[src/rtl/uart_cmd_slave.sv]
// Responder end of the two-byte UART command link: decodes write/read frames into register strobes
// and answers reads with one byte. Define UART_CMD_SLAVE_TIMEOUT_EN to abandon stalled writes.
module uart_cmd_slave #(
    parameter int CLK_DIV    = 434,
    parameter int ADDR_WIDTH = 7,
    parameter int DATA_WIDTH = 8
`ifdef UART_CMD_SLAVE_TIMEOUT_EN
    ,
    parameter int TO_BITS    = 20
`endif
) (
    input  logic                  clk,
    input  logic                  rst_n,
    input  logic                  rx,
    output logic                  tx,
    output logic [ADDR_WIDTH-1:0] reg_addr,
    output logic [DATA_WIDTH-1:0] reg_wdata,
    output logic                  reg_we,
    output logic                  reg_re,
    input  logic [DATA_WIDTH-1:0] reg_rdata,
    output logic                  busy,
    output logic                  parity_err,
    output logic                  frame_err
);

    localparam int CW = $clog2(CLK_DIV);
    localparam logic [CW-1:0] CNT_MAX = CW'(CLK_DIV - 1);
    localparam logic [CW-1:0] CNT_MID = CW'(CLK_DIV / 2);
    localparam logic [3:0]    TX_BITS = 4'(DATA_WIDTH + 2);

    localparam logic [2:0] R_IDLE  = 3'd0;
    localparam logic [2:0] R_START = 3'd1;
    localparam logic [2:0] R_DATA  = 3'd2;
    localparam logic [2:0] R_PAR   = 3'd3;
    localparam logic [2:0] R_STOP  = 3'd4;

    localparam logic [2:0] C_IDLE  = 3'd0;
    localparam logic [2:0] C_WDATA = 3'd1;
    localparam logic [2:0] C_READ  = 3'd2;
    localparam logic [2:0] C_CAP   = 3'd3;
    localparam logic [2:0] C_TX    = 3'd4;

    logic                  rxMeta_q, rxSync_q, rxPrev_q;
    logic [2:0]            rState_q, rState_d;
    logic [CW-1:0]         rCnt_q, rCnt_d;
    logic [2:0]            rBit_q, rBit_d;
    logic [DATA_WIDTH-1:0] rShift_q, rShift_d;
    logic                  rPar_q, rPar_d;
    logic                  byteOk_q, byteOk_d;
    logic                  parErr_q, parErr_d;
    logic                  frmErr_q, frmErr_d;

    logic [2:0]            cState_q, cState_d;
    logic [ADDR_WIDTH-1:0] regAddr_q, regAddr_d;
    logic [DATA_WIDTH-1:0] regWdata_q, regWdata_d;
    logic                  regWe_q, regWe_d;
    logic [DATA_WIDTH+1:0] txShift_q, txShift_d;
    logic [CW-1:0]         txCnt_q, txCnt_d;
    logic [3:0]            txBit_q, txBit_d;
    logic                  tx_q, tx_d;
    logic                  inTx;

`ifdef UART_CMD_SLAVE_TIMEOUT_EN
    localparam int TO_LIMIT = TO_BITS * CLK_DIV;
    localparam int TW = $clog2(TO_LIMIT + 1);
    localparam logic [TW-1:0] TO_MAX = TW'(TO_LIMIT - 1);
    logic [TW-1:0] toCnt_q, toCnt_d;
    logic          toPulse_q, toPulse_d;
`endif

    // Receive framer: data/parity/stop are sampled one full bit after the mid-start point.
    always_comb begin
        rState_d = rState_q;
        rCnt_d   = rCnt_q;
        rBit_d   = rBit_q;
        rShift_d = rShift_q;
        rPar_d   = rPar_q;
        byteOk_d = 1'b0;
        parErr_d = 1'b0;
        frmErr_d = 1'b0;
        case (rState_q)
            R_IDLE: begin
                if (rxPrev_q && !rxSync_q) begin
                    rState_d = R_START;
                    rCnt_d   = '0;
                end
            end
            R_START: begin
                if (rCnt_q == CNT_MID) begin
                    rCnt_d   = '0;
                    rBit_d   = '0;
                    rState_d = rxSync_q ? R_IDLE : R_DATA;
                end else begin
                    rCnt_d = rCnt_q + CW'(1);
                end
            end
            R_DATA: begin
                if (rCnt_q == CNT_MAX) begin
                    rCnt_d   = '0;
                    rShift_d = {rxSync_q, rShift_q[DATA_WIDTH-1:1]};
                    rBit_d   = rBit_q + 3'd1;
                    if (rBit_q == 3'(DATA_WIDTH - 1)) rState_d = R_PAR;
                end else begin
                    rCnt_d = rCnt_q + CW'(1);
                end
            end
            R_PAR: begin
                if (rCnt_q == CNT_MAX) begin
                    rCnt_d   = '0;
                    rPar_d   = rxSync_q;
                    rState_d = R_STOP;
                end else begin
                    rCnt_d = rCnt_q + CW'(1);
                end
            end
            R_STOP: begin
                if (rCnt_q == CNT_MAX) begin
                    rCnt_d   = '0;
                    rState_d = R_IDLE;
                    if (!rxSync_q)                frmErr_d = 1'b1;
                    else if (^{rShift_q, rPar_q}) byteOk_d = 1'b1;
                    else                          parErr_d = 1'b1;
                end else begin
                    rCnt_d = rCnt_q + CW'(1);
                end
            end
            default: rState_d = R_IDLE;
        endcase
    end

    assign inTx = (cState_q == C_TX);

    // Command sequencer; a receive error aborts any command except an in-flight response.
    always_comb begin
        cState_d   = cState_q;
        regAddr_d  = regAddr_q;
        regWdata_d = regWdata_q;
        regWe_d    = 1'b0;
        txShift_d  = txShift_q;
        txCnt_d    = txCnt_q;
        txBit_d    = txBit_q;
        tx_d       = tx_q;
`ifdef UART_CMD_SLAVE_TIMEOUT_EN
        toCnt_d    = toCnt_q;
        toPulse_d  = 1'b0;
`endif
        if ((parErr_q || frmErr_q) && !inTx) begin
            cState_d = C_IDLE;
        end else begin
            case (cState_q)
                C_IDLE: begin
                    if (byteOk_q) begin
                        regAddr_d = rShift_q[ADDR_WIDTH-1:0];
                        cState_d  = rShift_q[DATA_WIDTH-1] ? C_WDATA : C_READ;
`ifdef UART_CMD_SLAVE_TIMEOUT_EN
                        toCnt_d   = TW'(1);
`endif
                    end
                end
                C_WDATA: begin
                    if (byteOk_q) begin
                        regWdata_d = rShift_q;
                        regWe_d    = 1'b1;
                        cState_d   = C_IDLE;
                    end
`ifdef UART_CMD_SLAVE_TIMEOUT_EN
                    else if (toCnt_q == TO_MAX) begin
                        toPulse_d = 1'b1;
                        cState_d  = C_IDLE;
                    end else begin
                        toCnt_d = toCnt_q + TW'(1);
                    end
`endif
                end
                C_READ: cState_d = C_CAP;
                C_CAP: begin
                    txShift_d = {1'b1, ~^reg_rdata, reg_rdata};
                    txCnt_d   = '0;
                    txBit_d   = '0;
                    tx_d      = 1'b0;
                    cState_d  = C_TX;
                end
                C_TX: begin
                    if (txCnt_q == CNT_MAX) begin
                        txCnt_d = '0;
                        if (txBit_q == TX_BITS) begin
                            cState_d = C_IDLE;
                        end else begin
                            tx_d      = txShift_q[0];
                            txShift_d = {1'b1, txShift_q[DATA_WIDTH+1:1]};
                            txBit_d   = txBit_q + 4'd1;
                        end
                    end else begin
                        txCnt_d = txCnt_q + CW'(1);
                    end
                end
                default: cState_d = C_IDLE;
            endcase
        end
    end

    always_ff @(posedge clk or negedge rst_n) begin
        if (!rst_n) begin
            rxMeta_q   <= 1'b1;
            rxSync_q   <= 1'b1;
            rxPrev_q   <= 1'b1;
            rState_q   <= R_IDLE;
            rCnt_q     <= '0;
            rBit_q     <= '0;
            rShift_q   <= '0;
            rPar_q     <= 1'b0;
            byteOk_q   <= 1'b0;
            parErr_q   <= 1'b0;
            frmErr_q   <= 1'b0;
            cState_q   <= C_IDLE;
            regAddr_q  <= '0;
            regWdata_q <= '0;
            regWe_q    <= 1'b0;
            txShift_q  <= '1;
            txCnt_q    <= '0;
            txBit_q    <= '0;
            tx_q       <= 1'b1;
        end else begin
            rxMeta_q   <= rx;
            rxSync_q   <= rxMeta_q;
            rxPrev_q   <= rxSync_q;
            rState_q   <= rState_d;
            rCnt_q     <= rCnt_d;
            rBit_q     <= rBit_d;
            rShift_q   <= rShift_d;
            rPar_q     <= rPar_d;
            byteOk_q   <= byteOk_d;
            parErr_q   <= parErr_d;
            frmErr_q   <= frmErr_d;
            cState_q   <= cState_d;
            regAddr_q  <= regAddr_d;
            regWdata_q <= regWdata_d;
            regWe_q    <= regWe_d;
            txShift_q  <= txShift_d;
            txCnt_q    <= txCnt_d;
            txBit_q    <= txBit_d;
            tx_q       <= tx_d;
        end
    end

`ifdef UART_CMD_SLAVE_TIMEOUT_EN
    always_ff @(posedge clk or negedge rst_n) begin
        if (!rst_n) begin
            toCnt_q   <= '0;
            toPulse_q <= 1'b0;
        end else begin
            toCnt_q   <= toCnt_d;
            toPulse_q <= toPulse_d;
        end
    end
    assign frame_err = (frmErr_q && !inTx) || toPulse_q;
`else
    assign frame_err = frmErr_q && !inTx;
`endif

    assign tx         = tx_q;
    assign reg_addr   = regAddr_q;
    assign reg_wdata  = regWdata_q;
    assign reg_we     = regWe_q;
    assign reg_re     = (cState_q == C_READ);
    assign busy       = (cState_q != C_IDLE);
    assign parity_err = parErr_q && !inTx;

endmodule

[config.mk]
export PLATFORM = sky130hd
export DESIGN_NAME = uart_cmd_slave
export DESIGN_NICKNAME = d
export VERILOG_FILES = /design/src/rtl/uart_cmd_slave.sv
export SDC_FILE = /design/constraint.sdc
export NUM_CORES = 1
export LEC_CHECK = 0
export ABC_CLOCK_PERIOD_IN_PS = 2200
export CORE_MARGIN = 1
export CORE_UTILIZATION = 57
export DETAILED_ROUTE_END_ITERATION = 12
export MAX_ROUTING_LAYER = met4
export PLACE_DENSITY_LB_ADDON = 0.3
export SYNTH_ARGS = -nofsm -noshare
export SYNTH_HDL_FRONTEND = slang
export SYNTH_SLANG_ARGS = --single-unit
[constraint.sdc]
create_clock -name clk -period 2.2 [get_ports clk]
set_clock_uncertainty 0.2 [all_clocks]
set_input_delay 0.44 -clock clk [delete_from_list [all_inputs] [get_ports clk]]
set_output_delay 0.44 -clock clk [all_outputs]
set_load 0.01 [all_outputs]
==> impl_metrics.env <==
export IMPL_postSynthCellCount=358
export IMPL_timing_critical_path_fanout_max=5
export IMPL_start_util_pct=59.50
export IMPL_final_core_utilization_pct=72.14
export IMPL_grt_antenna_before_repair=0
export IMPL_nets=429
export IMPL_port_buffer_count=31
export IMPL_critical_path_slowest_cell="dfrtp_2"
export IMPL_portion_of_the_post_synthesis_area_used_by_sequential_elements_pct=51.00
export IMPL_synth_enable_flop_cells=0
export IMPL_postSynthRegisterBits=72
export IMPL_layout_min_cycle_time_ps=2126
export IMPL_finalPower_mw=3.204
export IMPL_setup_viol=0
export IMPL_holdCritPathClass="flip-flop to flip-flop"
export IMPL_ys_warnings_count=0
export IMPL_cts_clk_slew_worst_paths_ps=70
export IMPL_critical_path_class="flip-flop to output pin"
export IMPL_insertion_delay_ps=350
export IMPL_cp_depth=3
export IMPL_die_width_um=81.08
export IMPL_met2RoutedLength_um=3535
export IMPL_average_via_count_per_standard_cell=5.555
export IMPL_area_of_the_mapped_netlist_um2=3565
export IMPL_synth_net_count=377
export IMPL_grt_max_degree=73
export IMPL_place_gp_congestion=0.8002
export IMPL_drt_iter0_drc=164
export IMPL_netlist_area_leader_share_pct=41.42
export IMPL_hold_path_startpoint="rxMeta_q"
export IMPL_max_freq_ghz=0.4703
export IMPL_post_synth_cell_area_avg_um2=9.957
export IMPL_fp_coreArea_um2=5991
export IMPL_vias=2722
export IMPL_max_cap_viols=0
export IMPL_yosys_top_cells_count="81 x nand2_1, 59 x dfrtp_1, 26 x nor2_1"
export IMPL_finalCritPeriodShare_pct=96.64
export IMPL_critical_path_cell_chain="nor3b_4 > and2b_1 > dlygate4sd2_1"
export IMPL_drt_met1_wl_um=3180
export IMPL_wirelength_um=7079
export IMPL_globalRoute_totalOverflow=0
export IMPL_r2r_start="rCnt_q[1]"
export IMPL_gr_usage_all_layers_pct=24.32
export IMPL_htree_levels=3
export IMPL_place_hpwl_um=4833
export IMPL_postSynth_asyncResetShare_pct=100.0
export IMPL_fin_area_um2=4322
export IMPL_synthDominantAreaCellType="dfrtp_1"
export IMPL_flow_area_growth_from_synthesis_pct=21.24
export IMPL_cp_end_kind="output pin"
export IMPL_whs_ps=162.1
export IMPL_timing_worst_slew_pin_value_ps=362.5
export IMPL_tritoncts="built"
export IMPL_vias_in_the_first_global_route=2538
export IMPL_post_route_drc_count=0
export IMPL_irDropWorstVdd_v=0.0007259
export IMPL_topRoutingLayerUsed="met4"
export IMPL_fin_hold_viols=0
export IMPL_clockBufferDepth=2
export IMPL_r2r_cells=7
export IMPL_placement_cell_area_um2=4006
export IMPL_crit_family="flip-flops"
export IMPL_total_leakage_power_nw=2.055
export IMPL_dieArea_um2=6574
export IMPL_root_buffer="clkbuf_8"
export IMPL_number_of_ports_placed_on_the_die_boundary=32
export IMPL_dieHeight_um=81.08
export IMPL_hold_path_depth=0
export IMPL_clock_sinks=72
export IMPL_slew_violations=0
export IMPL_cpPeakStageDelay_ps=450
export IMPL_cts_made_buffers=9
export IMPL_wl_per_cell_um=14.45
export IMPL_result_of_the_run="complete, no violations"
export IMPL_setup_worst_path_start_class="flip-flop"
export IMPL_worstPathBufferInverterCount=1
export IMPL_maxSlewHeadroom_pct=75.61
export IMPL_crit_required_ps=1560
export IMPL_antenna_diode_count=0
export IMPL_crit_path_start="cState_q[0]"
export IMPL_ant_nets=0
export IMPL_post_synth_top_count_cell="nand2_1"
export IMPL_post_route_cells_drive_above_1_share_pct=19.28
export IMPL_power_density_normalized_to_cell_area_nw_per_um2=741.3
export IMPL_cp_arrival_ps=1490
export IMPL_number_of_iterations_in_the_first_detailed_routing_pass=4
export IMPL_synth_distinct_cells=55
export IMPL_grt_first_pass_wirelength_um=11600
export IMPL_ys_flop_type="dfrtp_1"
export IMPL_route_met3_wl_um=248
export IMPL_total_number_of_placement_rows=28
export IMPL_synth_area_top_cells="dfrtp_1 41%, dfstp_2 9.6%, nand2_1 8.5%, xnor2_1 3.2%, o21ai_0 3.1%"
==> state kept, by name, summed over array words and instances, names as in the netlist, 3 cells and up <==
name	count
rCnt_q	9
txCnt_q	9
txShift_q	9
rShift_q	8
reg_wdata	8
reg_addr	7
txBit_q	4
cState_q	3
rBit_q	3
rState_q	3
==> cells in the final DEF, fill, tap and decap left out, types with 3 or more instances in the layout <==
| master | count |
|---|---|
| a21oi_1 | 6 |
| a22o_1 | 7 |
| clkbuf_8 | 9 |
| dfstp_2 | 13 |
| nand3b_1 | 3 |
| nor2_1 | 26 |
| nor2b_1 | 5 |
| xor2_1 | 3 |
| mux2_2 | 8 |
| dlygate4sd2_1 | 4 |
| dfrtp_2 | 3 |
| a31oi_1 | 11 |
| xnor2_1 | 13 |
| o21ai_0 | 22 |
| clkdlybuf4s50_1 | 26 |
| ha_1 | 8 |
| nand2b_1 | 8 |
| nand2_1 | 81 |
| nor3_1 | 7 |
| and4bb_2 | 3 |
| nand3_1 | 8 |
| dfrtp_1 | 56 |
| bufinv_16 | 3 |
| and3_1 | 4 |
| nor4_1 | 3 |
| a211o_1 | 3 |
| buf_4 | 19 |
| inv_1 | 8 |
==> metal layers <==
metal | track usage (%) | vias up
li1 | - | 1346
met1 | 30.21 | 1321
met2 | 38.91 | 43
met3 | 5.730 | 12
met4 | 8.571 | 0
met5 | - | -
==> per-stage QoR <==
step | std cells | setup TNS (ps) | worst slack (ps)
2_1_floorplan | 358 | 0 | 250.6
3_3_place_gp | 466 | 0 | 116.4
3_5_place_dp | 466 | 0 | 31.64
4_1_cts | 486 | 0 | 31.80
5_1_grt | 490 | -7.685 | -5.613
6_report | 490 | 0 | 73.90
==> power breakdown <==
group | internal [mW] | leakage (nW) | switching [mW] | total, mW
registers | 1.38 | 0.949 | 0.0622 | 1.45
clock network | 0.751 | 0.120 | 0.481 | 1.23
logic | 0.249 | 0.986 | 0.278 | 0.527
total | 2.38 | 2.06 | 0.821 | 3.20
==> area by class of cell <==
cell class | count | area, um2
clock buffers | 10 | 127.6
clock inverters | 6 | 108.9
fillers | 434 | 1669
inverters | 9 | 33.78
multi-input cells | 266 | 1663
flip-flops and latches | 72 | 1822
well taps | 75 | 93.84
repair buffers | 52 | 473.0
==> final timing paths <==
| path | slack (ps) | to |
|---|---|---|
| hold / removal | 160 | rxSync_q |
| min in group asynchronous | 450 | txCnt_q[8] |
| setup / recovery | 70 | parity_err |
| max in group asynchronous | 1020 | rxMeta_q |
| setup reg to reg | 100 | rCnt_q[7] |
| hold reg to reg | 160 | rxSync_q |
==> repair_timing <==
| item | CTS | global route |
|---|---|---|
| cloned | 0 | 0 |
| buffers inserted | 3 | 4 |
| endpoints found under the setup margin | 4 | 13 |
| hold endpoints to repair | 59 | 0 |
| hold buffers | 1 | 0 |
| pin swaps | 1 | 2 |
| resized for setup | 7 | 4 |
==> kinds of logic (layout without fill, tap and decap cells) <==
logic type	count (synthesis)	count (layout)	share of synthesized area (%)
AOI/OAI and AO/OA	65	65	12.71
adders and majority gates	8	8	2.808
and+or+nand+nor	168	168	23.76
buffers and inverters	20	77	2.843
muxes	9	9	2.948
xor gates and xnor gates	16	16	3.931
DFF	72	72	51.00
==> worst reg2reg max path, delay by kind of cell, from the launching register on <==
family / cells / cell delay [ps]
buf+inv: 1 / 70
fa+ha+maj: 1 / 130
compound gates: 3 / 650
simple gates: 2 / 520
flops: 1 / 420
(Power assumes the default switching activity.)
==> edit 1 (config.mk and constraints unchanged) <==
Set the parameter `ADDR_WIDTH` to 5 (it was 7).
--- a/src/rtl/uart_cmd_slave.sv
+++ b/src/rtl/uart_cmd_slave.sv
@@ -3,5 +3,5 @@
 module uart_cmd_slave #(
     parameter int CLK_DIV    = 434,
-    parameter int ADDR_WIDTH = 7,
+    parameter int ADDR_WIDTH = 5,
     parameter int DATA_WIDTH = 8
 `ifdef UART_CMD_SLAVE_TIMEOUT_EN
Interface: changed (resized reg_addr); port bits go from 32 to 30. The function was not compared with the original's and may differ.
==> edit 1 against the original RTL <==
Die area fell by 2.5%; final area fell by 5.2%; first-iteration DRC count fell by 18%; count of clock-buffer cells in the layout fell by 1; worst setup slack got worse by 21 ps; largest cell class unchanged; total power fell by 9.9%; sequential cell count fell by 2; wire length fell by 6.6%; area after synthesis fell by 2.6%.
==> edit 1: results (changes against the original RTL) <==
sequential cell area 0.00177 sq mm (-3.0%); DRT met1 WL 3100 um (-2.4%); first-pass GRT wire length 11000 um (-5.1%); Clock power frac 34.4% (-4.1 points); routing usage on met1 29.8% (-0.36 points); post-synthesis adder-cell area fraction 2.88% (+0.074 points); Avg Synthesized Cell Area 10.2 sq um (+2.0%); Post-CTS Setup Inserts 1 (-2); Commonest cells post-synth nand2_1, dfrtp_1, o21ai_0; ant diodes 0 (unchanged); aggregate global-route resource usage 23.3% (-1.0 points); dpl ws 92.5 ps (+60.9 ps); R2R cell count 8 (+1); Hold Crit Endpoint rxSync_q$_DFF_PN1_; DP Area 0.00389 sq mm (-2.8%); Post-CTS Hold Buffers 1 (unchanged); fin nets 405 (-5.6%); Vias/cell 5.68 (+2.3%); Final Hold Slack 158 ps (-3.81 ps); Non-clock inverters 4 (-5); post-synthesis mux area share 5.80% (+2.9 points); area fraction of the dominant cell type after synthesis 41.1% (-0.35 points); vias in the first global route 2436 (-4.0%); CP peak stage delay 390 ps (-60 ps); CP top delay family buffers and inverters; via count 2648 (-2.7%); Sw Pwr 0.886 mW (+8.0%); fraction of area in multi-input gates 39.0% (+0.48 points); CP arrival 1510 ps (+20 ps); DPL Wire Length 4450 um (-8.0%); DR WL/cell 14.2 um (-1.8%); utilization after layout 69.6% (-2.6 points); GP Congestion 0.788 (-1.5%); sequential-to-total area share from yosys stat 50.9% (-0.10 points); dpl cells 447 (-4.1%); Synth Area in Compound Gates 12.4% (-0.31 points); Slowest cell on crit path dfrtp_1; Synth Net Count 361 (-4.2%); status finished, final reports clean; Initial DRC Count 134 (-18%); reg2reg end rCnt_q[6]$_DFFE_PN0P_; total chip power 2.89 mW (-9.9%); initial antenna violation count 0 (unchanged); seq_cells 70 (-2.8%); Clock-cell share 4.52% (-0.95 points); Data buffer area share 10.7% (-0.25 points); Post-CTS Resized 8 (+1); non-clock buffer count 49 (-5.8%); PortBufs 29 (-6.5%); Synth Area in XOR/XNOR 4.03% (+0.10 points); Routed met2 length 3230 um (-8.7%); Worst IR Drop VDD 0.600 mV (-17%); FILL cells 428 (-1.4%); met2 Resource Use GR 36.2% (-2.7 points); met3 GRT Util 3.64% (-2.1 points); top cells by area, synth dfrtp_1, dfstp_2, nand2_1; Worst Tran Pin Value 433 ps (+70.3 ps); Routed met3 length 139 um (-44%); Comb group 0.484 mW (-8.2%); Hold Crit Start rxMeta_q$_DFF_PN1_
## edit 1: cell count changes in the layout (fill, tap and decap cells not counted), sizes merged, moves of 4 or more
cell | unedited run | this run
clkinv | 4 | 0
mux2 | 9 | 17
nand2b | 8 | 3
nor3b | 2 | 7
a21oi | 7 | 3
nor2 | 26 | 21
nand2 | 82 | 64
## edit 1: worst max-delay path by stage
stage,endpoint,slack [ps],startpoint,cells after the start
floorplan,frame_err,200,cState_q[0]$_DFFE_PN0P_,5
global placement,parity_err,130,cState_q[2]$_DFFE_PN0P_,3
detailed placement,parity_err,90,cState_q[2]$_DFFE_PN0P_,3
CTS,frame_err,10,cState_q[0]$_DFFE_PN0P_,3
global route,reg_re,0.9,cState_q[2]$_DFFE_PN0P_,3
finish,reg_re,50,cState_q[2]$_DFFE_PN0P_,3
==> edit 2 (same settings) <==
Without the edit above. Register the inputs `rx` and `reg_rdata` before use, without a reset. The logic sees them one clock later.
--- a/src/rtl/uart_cmd_slave.sv
+++ b/src/rtl/uart_cmd_slave.sv
@@ -41,4 +41,12 @@
     localparam logic [2:0] C_TX    = 3'd4;
 
+    logic rx_q;
+    logic [DATA_WIDTH-1:0] reg_rdata_q;
+
+    always_ff @(posedge clk) begin
+        rx_q        <= rx;
+        reg_rdata_q <= reg_rdata;
+    end
+
     logic                  rxMeta_q, rxSync_q, rxPrev_q;
     logic [2:0]            rState_q, rState_d;
@@ -175,5 +183,5 @@
                 C_READ: cState_d = C_CAP;
                 C_CAP: begin
-                    txShift_d = {1'b1, ~^reg_rdata, reg_rdata};
+                    txShift_d = {1'b1, ~^reg_rdata_q, reg_rdata_q};
                     txCnt_d   = '0;
                     txBit_d   = '0;
@@ -222,5 +230,5 @@
             tx_q       <= 1'b1;
         end else begin
-            rxMeta_q   <= rx;
+            rxMeta_q   <= rx_q;
             rxSync_q   <= rxMeta_q;
             rxPrev_q   <= rxSync_q;
Check against the original RTL: same outputs for any inputs over 10 cycles, from zero or initial values and one cycle with rst_n low; that may be too few to reach the edited logic, so the function may still have changed.
==> edit 2 against the original RTL <==
Total power about the same; sequential cell count up 9; area after synthesis up 6.2%; critical endpoint is now rCnt_q[0]$_DFFE_PN0P_; clock power down 13%; worst setup slack worse by 26 ps; global-route usage down 0.80 points; final area up 3.4%; wire length up 3.4%; largest cell class unchanged.
==> edit 2: results (changes against the original RTL) <==
vias in the first global route 2698 (+6.3%); Synth warnings 0 (unchanged); Comb group 0.503 mW (-4.6%); clock buffer depth 2 (unchanged); sequential-to-total area share from yosys stat 52.8% (+1.8 points); Final Hold Slack 106 ps (-56.2 ps); FILL cells 498 (+15%); total gr overflow 0 (unchanged); dpl ws 71.5 ps (+39.9 ps); Sequential Power Share 50.8% (+5.7 points); GP Congestion 0.884 (+11%); DPL Wire Length 5020 um (+4.0%); DRT met1 WL 3450 um (+8.6%); ys async rst share 88.9% (-11 points); fin nets 408 (-4.9%); Commonest cells post-synth dfrtp_1, nand2_1, nand3_1; Hold Crit Start rx_q$_DFF_P_; CP top delay family simple AND/OR/NAND/NOR gates; aggregate global-route resource usage 23.5% (-0.80 points); post-synth cell types 65 (+18%); CP peak stage delay 490 ps (+40 ps); Worst Tran Pin Value 594 ps (+232 ps); Slowest cell on crit path or4b_4; CP arrival 2180 ps (+690 ps); Routed met3 length 173 um (-30%); Vias/cell 5.76 (+3.6%); TritonCTS buffer count 9 (unchanged); dpl cells 451 (-3.2%); Hold Crit Class reg2reg; Reg clk slew, reported paths 80 ps; top cells by area, synth dfrtp_1, dfstp_2, mux2_2; initial antenna violation count 0 (unchanged); status finished, final reports clean; DR WL/cell 15.5 um (+7.6%); largest net degree at the start of global routing 73 (unchanged); non-filler cells, final 471 (-3.9%); Flop+latch power 1.63 mW (+12%); critical path peak fanout 7 (+2); first-pass detailed-route iteration total 5 (+1); Pleak 2.03 nW (-1.5%); DP Area 0.00425 sq mm (+6.2%); reg2reg end rCnt_q[0]$_DFFE_PN0P_; Synth Instances 342 (-4.5%); Synth Net Count 361 (-4.2%); clock root buffer clkbuf_8; Hold Crit Endpoint rxMeta_q$_DFF_PN1_; Sw Pwr 0.886 mW (+8.0%); fraction of layout cells with a size suffix above 1 22.1% (+2.8 points); R2R cell count 6 (-1); Worst IR Drop VDD 0.699 mV (-3.8%); R2R Setup Slk 50 ps (-50 ps); first-pass GRT wire length 12700 um (+9.5%); Initial DRC Count 132 (-20%); Routed met2 length 3630 um (+2.5%)
## edit 2: cell families after synthesis
family | share of synthesized area [%]
simple gates | 17.1
flops | 52.8
compound gates | 12.5
mux | 8.09
buf+inv | 2.91
xor+xnor | 4.06
fa+ha+maj | 2.64
## edit 2: metal layers
layer  track usage (%)  vias up
met3              3.46        8
met2              36.3       48
met4              8.47        0
met5                 -        -
li1                  -     1321
met1              32.1     1334
## edit 2: what timing repair did
action / CTS / global route
setup endpoints to repair: 4 / 7
buffers inserted: 0 / 2
pin swaps: 0 / 1
hold buffers: 1 / 0
cloned: 0 / 1
gates resized for setup: 6 / 3
hold endpoints to repair: 59 / 0
## edit 2: area by class of cell
type                    instances  area, sq um  area share, %
flip-flops and latches         81         2000           44.7
repair buffers                 50          450           10.1
inverters                      11         41.3          0.924
clock inverters                 6         65.1           1.46
well taps                      77         96.3           2.16
multi-input cells             236         1690           37.8
clock buffers                  10          128           2.86
## edit 2: worst max path at each step
stage / start / endpoint / slack (ps) / depth (start not counted)
2_1_floorplan: rCnt_q[1]$_DFFE_PN0P_ / rState_q[0]$_DFFE_PN0P_ / 210 / 6
3_3_place_gp: rCnt_q[1]$_DFFE_PN0P_ / rState_q[0]$_DFFE_PN0P_ / 150 / 6
3_5_place_dp: rCnt_q[1]$_DFFE_PN0P_ / rCnt_q[6]$_DFFE_PN0P_ / 70 / 6
4_1_cts: cState_q[0]$_DFFE_PN0P_ / frame_err / 40 / 3
5_1_grt: rCnt_q[1]$_DFFE_PN0P_ / rCnt_q[0]$_DFFE_PN0P_ / -20 / 6
6_report: rCnt_q[1]$_DFFE_PN0P_ / rCnt_q[0]$_DFFE_PN0P_ / 50 / 6
